<file path="config.mk">
export PLATFORM = sky130hd
export DESIGN_NAME = sprite_dma_flat
export DESIGN_NICKNAME = d
export VERILOG_FILES = /design/src/rtl/video_pkg.sv /design/src/rtl/sprite_dma_if.sv /design/src/rtl/sprite_dma_rise_detect.sv /design/src/rtl/sprite_dma.sv /design/src/flat_wrapper.sv
export SDC_FILE = /design/constraint.sdc
export NUM_CORES = 1
export LEC_CHECK = 0
export ABC_AREA = 0
export CAP_MARGIN = 30
export CORE_MARGIN = 4
export CORE_UTILIZATION = 40
export CTS_BUF_LIST = sky130_fd_sc_hd__clkbuf_16
export DETAILED_ROUTE_END_ITERATION = 8
export PLACE_DENSITY = 0.8
export REMOVE_ABC_BUFFERS = 1
export SETUP_SLACK_MARGIN = 0.5
export SLEW_MARGIN = 10
export SYNTH_ARGS = -nofsm -noshare
export SYNTH_HDL_FRONTEND = slang
export SYNTH_SLANG_ARGS = --single-unit
</file>
<file path="constraint.sdc">
create_clock -name clk -period 1.65 [get_ports clk]
set_input_delay 0.33 -clock clk [delete_from_list [all_inputs] [get_ports clk]]
set_output_delay 0.33 -clock clk [all_outputs]
set_load 0.02 [all_outputs]
</file>
<file path="src/rtl/video_pkg.sv">
// -----------------------------------------------------------------------------
// video_pkg
//   Shared types and constants for the video subsystem.
//   - dma_state_t   : state encoding of the sprite attribute copier
//   - SPR_CODE_BASE : CPU address of the sprite code/flag bytes
//   - SPR_POS_BASE  : CPU address of the sprite coordinate bytes
//   - SPR_BYTES     : bytes in each of the two sprite attribute regions
//   - src_offset()  : zero-extends a byte index so it can be added to a
//                     16-bit base address
// -----------------------------------------------------------------------------
package video_pkg;

   typedef enum logic [2:0] {
      IDLE  = 3'd0,
      REQ   = 3'd1,
      DATA  = 3'd2,
      WRITE = 3'd3,
      DONE  = 3'd4
   } dma_state_t;

   localparam logic [15:0] SPR_CODE_BASE = 16'h4FF0;
   localparam logic [15:0] SPR_POS_BASE  = 16'h5060;
   localparam int          SPR_BYTES     = 16;

   // Byte indices are at most 8 bits wide. The sum with a base address is
   // a plain 16-bit add, so carries above bit 15 are dropped.
   function automatic logic [15:0] src_offset(input logic [7:0] idx);
      return {8'h00, idx};
   endfunction

endpackage

</file>
<file path="src/rtl/sprite_dma_if.sv">
// -----------------------------------------------------------------------------
// sprite_dma_if
//   Bus bundle between sprite_dma, the CPU memory arbiter and the sprite
//   engine's attribute RAM write port.
//
//   Read side (request/grant):
//     mem_req   : copier requests a read of mem_addr
//     mem_addr  : read address, stable for as long as mem_req is high
//     mem_gnt   : arbiter accepts the request in this cycle
//     mem_rdata : read data, valid exactly one cycle after the grant cycle
//   A read transfers in the cycle where mem_req and mem_gnt are both high.
//   Once raised, mem_req and mem_addr do not change until that cycle; the
//   arbiter may hold mem_gnt low for any number of cycles. mem_gnt while
//   mem_req is low has no meaning and is ignored.
//
//   Write side (to sprite_top):
//     sprite_RAM_din : write data
//     wr_en          : one-cycle write strobe per byte, no back-pressure
//     RAM_addr       : write address (same as the source address)
//
//   Modports:
//     master : the copier (sprite_dma)
//     slave  : memory arbiter + attribute RAM side
// -----------------------------------------------------------------------------
interface sprite_dma_if;

   logic        mem_req;
   logic [15:0] mem_addr;
   logic        mem_gnt;
   logic [7:0]  mem_rdata;
   logic [7:0]  sprite_RAM_din;
   logic        wr_en;
   logic [15:0] RAM_addr;

   modport master (
      output mem_req,
      output mem_addr,
      input  mem_gnt,
      input  mem_rdata,
      output sprite_RAM_din,
      output wr_en,
      output RAM_addr
   );

   modport slave (
      input  mem_req,
      input  mem_addr,
      output mem_gnt,
      output mem_rdata,
      input  sprite_RAM_din,
      input  wr_en,
      input  RAM_addr
   );

endinterface

</file>
<file path="src/rtl/sprite_dma_rise_detect.sv">
// -----------------------------------------------------------------------------
// rise_detect
//   Rising-edge detector for a level signal that is already synchronous to
//   clk (e.g. vblank or hblank from vga_ctrl).
//
//   Ports:
//     clk   in  : clock
//     rst   in  : synchronous active-high reset, clears the history register
//     d     in  : level input
//     pulse out : high in the cycle where d is 1 and was 0 one cycle earlier
//
//   The history register resets to 0, so a level that is already high when
//   reset releases is reported as a rise in the first cycle after reset.
// -----------------------------------------------------------------------------
module rise_detect (
   input  logic clk,
   input  logic rst,
   input  logic d,
   output logic pulse
);

   logic d_q;

   always_ff @(posedge clk) begin
      if (rst) begin
         d_q <= 1'b0;
      end else begin
         d_q <= d;
      end
   end

   assign pulse = d & ~d_q;

endmodule

</file>
<file path="src/rtl/sprite_dma.sv">
// -----------------------------------------------------------------------------
// sprite_dma
//   Vblank-triggered copier for the sprite attribute bytes. On each rising
//   edge of vblank (if en is high and the copier is idle) it reads N_BYTES
//   bytes from SRC0_BASE upward, then N_BYTES bytes from SRC1_BASE upward,
//   and writes each one to sprite_top at the same address it was read from.
//   Copying only in vertical blank keeps the sprites from tearing mid-frame.
//
//   Parameters:
//     SRC0_BASE : first source region (sprite codes/flags)
//     SRC1_BASE : second source region (sprite coordinates)
//     N_BYTES   : bytes per region, a power of two no larger than 256
//
//   Ports:
//     clk       in  : system clock (shared with vga_ctrl and sprite_top)
//     rst       in  : synchronous active-high reset
//     en        in  : transfer enable, only looked at on the vblank rise
//     vblank    in  : vertical blank level from vga_ctrl
//     bus       mst : read request/grant port and attribute RAM write port
//     busy      out : high from the first REQ cycle through the DONE cycle
//     done      out : one-cycle pulse after the last write
//     overrun   out : sticky, set when vblank falls while a copy is running;
//                     cleared only by reset
//     dbg_state out : current FSM state
//
//   Every output is decoded from the state register and the registered
//   idx/reg_sel/data_q/addr_q; nothing on the bus inputs reaches an output
//   combinationally.
// -----------------------------------------------------------------------------
module sprite_dma
   import video_pkg::*;
#(
   parameter logic [15:0] SRC0_BASE = SPR_CODE_BASE,
   parameter logic [15:0] SRC1_BASE = SPR_POS_BASE,
   parameter int          N_BYTES   = SPR_BYTES
) (
   input  logic                clk,
   input  logic                rst,
   input  logic                en,
   input  logic                vblank,
   sprite_dma_if.master        bus,
   output logic                busy,
   output logic                done,
   output logic                overrun,
   output dma_state_t          dbg_state
);

   // A single-byte region still needs a one-bit counter.
   localparam int IDX_W = (N_BYTES > 1) ? $clog2(N_BYTES) : 1;
   localparam logic [IDX_W-1:0] LAST_IDX = IDX_W'(N_BYTES - 1);

   dma_state_t       state;
   dma_state_t       state_next;
   logic [IDX_W-1:0] idx;
   logic [IDX_W-1:0] idx_next;
   logic             reg_sel;
   logic             reg_sel_next;
   logic [7:0]       data_q;
   logic [15:0]      addr_q;
   logic [15:0]      src_addr;
   logic             vblank_rise;
   logic             vblank_fall;
   logic             start;

   // ---------------------------------------------------------------------
   // vblank edges. The falling edge is found as a rising edge of the
   // inverted level; its spurious pulse right after reset only matters
   // while busy, and busy is low then.
   // ---------------------------------------------------------------------
   rise_detect u_vblank_rise (
      .clk   (clk),
      .rst   (rst),
      .d     (vblank),
      .pulse (vblank_rise)
   );

   rise_detect u_vblank_fall (
      .clk   (clk),
      .rst   (rst),
      .d     (~vblank),
      .pulse (vblank_fall)
   );

   assign start = vblank_rise & en & (state == IDLE);

   // Source address of the byte currently being fetched.
   assign src_addr = (reg_sel ? SRC1_BASE : SRC0_BASE)
                   + src_offset(8'(idx));

   // ---------------------------------------------------------------------
   // State and datapath registers
   // ---------------------------------------------------------------------
   always_ff @(posedge clk) begin
      if (rst) begin
         state   <= IDLE;
         idx     <= '0;
         reg_sel <= 1'b0;
         data_q  <= 8'h00;
         addr_q  <= 16'h0000;
         overrun <= 1'b0;
      end else begin
         state   <= state_next;
         idx     <= idx_next;
         reg_sel <= reg_sel_next;
         // mem_rdata belongs to the request granted in the previous cycle,
         // and idx/reg_sel have not moved since, so src_addr still matches.
         if (state == DATA) begin
            data_q <= bus.mem_rdata;
            addr_q <= src_addr;
         end
         if (vblank_fall && (state != IDLE)) begin
            overrun <= 1'b1;
         end
      end
   end

   // ---------------------------------------------------------------------
   // Next-state logic
   // ---------------------------------------------------------------------
   always_comb begin
      state_next   = state;
      idx_next     = idx;
      reg_sel_next = reg_sel;

      case (state)
         IDLE: begin
            if (start) begin
               idx_next     = '0;
               reg_sel_next = 1'b0;
               state_next   = REQ;
            end
         end

         REQ: begin
            if (bus.mem_gnt) begin
               state_next = DATA;
            end
         end

         DATA: begin
            state_next = WRITE;
         end

         WRITE: begin
            if (idx == LAST_IDX) begin
               if (reg_sel) begin
                  state_next = DONE;
               end else begin
                  idx_next     = '0;
                  reg_sel_next = 1'b1;
                  state_next   = REQ;
               end
            end else begin
               idx_next   = idx + IDX_W'(1);
               state_next = REQ;
            end
         end

         DONE: begin
            state_next = IDLE;
         end

         default: begin
            state_next = IDLE;
         end
      endcase
   end

   // ---------------------------------------------------------------------
   // Outputs, decoded from state. Address and data buses are forced to zero
   // outside their strobe so they sit at their reset value when idle.
   // ---------------------------------------------------------------------
   always_comb begin
      bus.mem_req        = 1'b0;
      bus.mem_addr       = 16'h0000;
      bus.wr_en          = 1'b0;
      bus.sprite_RAM_din = 8'h00;
      bus.RAM_addr       = 16'h0000;

      if (state == REQ) begin
         bus.mem_req  = 1'b1;
         bus.mem_addr = src_addr;
      end

      if (state == WRITE) begin
         bus.wr_en          = 1'b1;
         bus.sprite_RAM_din = data_q;
         bus.RAM_addr       = addr_q;
      end
   end

   assign busy      = (state != IDLE);
   assign done      = (state == DONE);
   assign dbg_state = state;

endmodule

</file>
<file path="src/flat_wrapper.sv">
// flat-port wrapper written by rule: the top's interface ports become plain ports
module sprite_dma_flat import video_pkg::*;
#(
   parameter logic [15:0] SRC0_BASE = SPR_CODE_BASE,
   parameter logic [15:0] SRC1_BASE = SPR_POS_BASE,
   parameter int          N_BYTES   = SPR_BYTES
)
  (clk, rst, en, vblank, busy, done, overrun, dbg_state, bus_mem_req, bus_mem_addr, bus_mem_gnt, bus_mem_rdata, bus_sprite_RAM_din, bus_wr_en, bus_RAM_addr);
  sprite_dma_if bus_i ();
  input  logic clk;
  input  logic rst;
  input  logic en;
  input  logic vblank;
  output logic busy;
  output logic done;
  output logic overrun;
  output dma_state_t dbg_state;
  output wire logic [$bits(bus_i.mem_req)-1:0] bus_mem_req;
  output wire logic [$bits(bus_i.mem_addr)-1:0] bus_mem_addr;
  input wire logic [$bits(bus_i.mem_gnt)-1:0] bus_mem_gnt;
  input wire logic [$bits(bus_i.mem_rdata)-1:0] bus_mem_rdata;
  output wire logic [$bits(bus_i.sprite_RAM_din)-1:0] bus_sprite_RAM_din;
  output wire logic [$bits(bus_i.wr_en)-1:0] bus_wr_en;
  output wire logic [$bits(bus_i.RAM_addr)-1:0] bus_RAM_addr;
  assign bus_mem_req = bus_i.mem_req;
  assign bus_mem_addr = bus_i.mem_addr;
  assign bus_i.mem_gnt = bus_mem_gnt;
  assign bus_i.mem_rdata = bus_mem_rdata;
  assign bus_sprite_RAM_din = bus_i.sprite_RAM_din;
  assign bus_wr_en = bus_i.wr_en;
  assign bus_RAM_addr = bus_i.RAM_addr;
  sprite_dma #(.SRC0_BASE(SRC0_BASE), .SRC1_BASE(SRC1_BASE), .N_BYTES(N_BYTES)) u_core (.clk(clk), .rst(rst), .en(en), .vblank(vblank), .bus(bus_i), .busy(busy), .done(done), .overrun(overrun), .dbg_state(dbg_state));
endmodule
</file>
==> out/metrics.yaml <==
critPathBufInv: 2
hold_path.class: "in -> reg"
avgSynthCellArea_um2: 8.282
first_pass_iters: 4
clock_sinks: 26
diodes: 0
pin_count: 61
met2_length_um: 2347
cts_buffers: 3
clkPwrFrac: 0.336
final_layout_size_suffix_gt1_frac: 0.6446
antenna_found_initial: 0
min_period_ns: 1.672
vias_per_cell: 4.913
outcome: "complete, but fails checks"
drt_iter0_drc: 82
ys_seq_area_frac: 0.3741
p_total_mw: 2.126
p_leak_nw: 1.070
cts_tree: "yes"
fin_tns_setup_ns: -0.1434
intPower_mw: 1.513
cpPeakStageDelay_ns: 0.35
ys_ff_latch: 26
overflow: 0
drt_wl_total_um: 4538
core-area_mm2: 0.003337
place_hpwl_um: 2506
grt_max_degree: 32
path_common_cell: "buf_6"
rsz0062_at_grt: "yes"
maxCapViolCount: 0
initial_core_util: 0.4169
pwr-share-comb: 0.341
p_sw_frac: 0.2886
cts_buffer_depth: 2
antenna_left: 0
wire_per_inst_um: 15.76
synth_warnings: 0
timing.final.max_slew_violations: 0
syn_inst: 168
drc: 0
num_rows: 21
crit_family: "simple AND/OR/NAND/NOR gates"
die_y_um: 66.98
timing.clock.skew_ns: 0.006114
arrival_ns: 1.34
fmax_mhz: 598.0
p_switching_uw: 613.5
insertion_delay_ns: 0.26
critPathKind: "reg -> out"
grtUsageTotal: 0.1777
path_max_fanout: 8
dr_wl_met3_um: 332
pre_cts_ws_ns: -0.2234
worstSetupStartpointType: "flop"
crit_path_end_kind: "output pin"
hold_viol: 0
cp_data_required_time_ns: 1.32
syn-cell-area_mm2: 0.001391
worstPathCellList: "and3b_2, buf_6, and2_4, buf_6"
die_w_um: 66.98
cp_slowest_cell: "and3b_2"
finalNetCount: 257
peakVddDrop_mv: 0.5192
p_per_area_mw_per_mm2: 832.6
portBuffers: 56
m1WireLength_um: 1803
fin_crit_sh: 1.013
yosysUniqueCellTypes: 35
cts_max_level: 1
violations: "negative setup slack"
setup_viol: 9
top_layer: "met4"
pwr-share-seq: 0.323
grt_pass1_vias: 1272
place_congestion: 0.7669
vias: 1415
syn2layout_area_growth_pct: 83.54
worst_slack_ns: -0.02220
grt_pass1_wl_um: 6141
cts_root_buffer: "clkbuf_16"
clkSlewWorstSetupHoldPaths_ns: 0.07
die_area_mm2: 0.004486
through the flow:
step	hold WS, ns	cell area, um^2	instances	utilization
global placement	0.4386	1981	264	0.5936
finish	0.4406	2554	288	0.7653
detailed placement	0.4423	1981	264	0.5936
CTS	0.4365	2333	278	0.6993
global route	0.4498	2554	288	0.7653
floorplan	0.3967	1192	141	-
worst register-to-register path: cells and delay by family (launching register included):
kind                   cells  cell delay [ns]
and+or+nand+nor            1             0.34
buffers and inverters      3             0.38
AOI/OAI and AO/OA          2             0.30
DFF                        1             0.34
cell usage in the layout, fill, tap and decap left out, types with 2 or more instances in the layout:
cell type	Yosys	final
or3b_4	1	2
nor2_1	8	7
and2_4	0	18
nand2_2	0	12
o32ai_2	0	2
clkbuf_16	0	3
clkdlybuf4s50_1	0	11
nand2b_1	5	5
inv_1	2	2
a211oi_2	0	2
and2_1	20	2
conb_1	1	4
nor2b_1	3	3
nor3b_2	1	2
dfxtp_2	0	3
dfxtp_1	26	21
nand3b_1	2	2
nor3b_4	1	2
nand4_1	2	2
buf_4	23	28
nand3_1	2	2
dfxtp_4	0	2
buf_6	1	53
a21oi_2	0	14
nand2_1	30	18
flip-flops by register name (all words and copies together), names as in the netlist:
name	flops
u_core.idx	4
u_core.overrun	1
u_core.data_q	8
u_core.u_vblank_fall.d_q	1
u_core.reg_sel	1
u_core.addr_q	7
u_core.u_vblank_rise.d_q	1
u_core.dbg_state	3
synth_stat cells:
cell	number	area [um^2]
nor3b_2	1	12.51
a211oi_1	2	15.01
inv_1	2	7.510
buf_2	2	10.01
nand2_1	30	112.6
a21oi_1	15	75.07
nand3_1	2	10.01
xor2_1	1	8.760
o21ai_0	1	5.000
or3b_4	1	11.26
nor2b_1	3	18.77
ha_1	1	12.51
clkbuf_1	3	11.26
dfxtp_1	26	520.5
and4b_1	1	10.01
nand2b_1	5	31.28
buf_4	23	172.7
nand3b_1	2	15.01
and2_1	20	125.1
clkbuf_2	1	5.000
o22ai_1	1	6.260
nor3b_1	3	22.52
o21ai_1	1	5.000
o2bb2ai_4	1	27.53
buf_6	1	11.26
nand4_1	2	12.51
a21boi_0	1	7.510
a311oi_1	1	8.760
nor2_1	8	30.03
o32ai_1	2	17.52
and3b_2	1	10.01
conb_1	1	3.750
o41ai_1	1	8.760
nor3b_4	1	18.77
or3_4	1	11.26
final timing paths:
path	startpoint	endpoint	slack (ns)	cells past startpoint
max reg2reg	u_core.dbg_state[2]$_SDFFE_PP0P_	u_core.idx[1]$_SDFFE_PP0P_	0.18	6
max	u_core.dbg_state[2]$_SDFFE_PP0P_	bus_sprite_RAM_din[7]	-0.02	4
min	vblank	u_core.u_vblank_fall.d_q$_SDFF_PP0_	0.44	2
min reg2reg	u_core.data_q[3]$_SDFFE_PP0P_	u_core.data_q[3]$_SDFFE_PP0P_	0.46	2
what timing repair did:
action / in CTS / in global routing
hold buffers: 0 / 0
setup endpoints to repair: 66 / 65
gates cloned: 1 / 1
pin swaps: 24 / 25
gates resized for setup: 305 / 42
setup buffers: 9 / 9
logic make-up after synthesis:
group	share of synthesized area
AOI/OAI and AO/OA	0.1268
xor gates and xnor gates	0.006296
adders and majority gates	0.008991
buffers and inverters	0.1565
DFF	0.3741
other	0.002695
and+or+nand+nor	0.3246
power groups by stage:
| stage | logic [mW] | registers [mW] | clock network, mW |
|---|---|---|---|
| after global routing | 0.759 | 0.694 | 0.746 |
| after floorplan | 0.223 | 0.715 | 0 |
| after CTS | 0.639 | 0.683 | 0.707 |
| final | 0.725 | 0.687 | 0.713 |
| after global placement | 0.541 | 0.689 | 0 |
| after detailed placement | 0.551 | 0.689 | 0 |
layout make-up:
class	count	area (um^2)
clock buffer	3	75.07
clock inverter	1	30.03
fill	215	783.3
inverter	2	7.507
multi-input combinational	114	885.9
sequential	26	531.8
tap	46	57.56
timing repair buffer	96	965.9
per-layer routing:
metal	vias to the layer above	GRT usage
met5	-	0
met4	0	0.04557
met3	6	0.02698
met2	50	0.3131
met1	681	0.2237
li1	678	-
(Power assumes the default switching activity.)
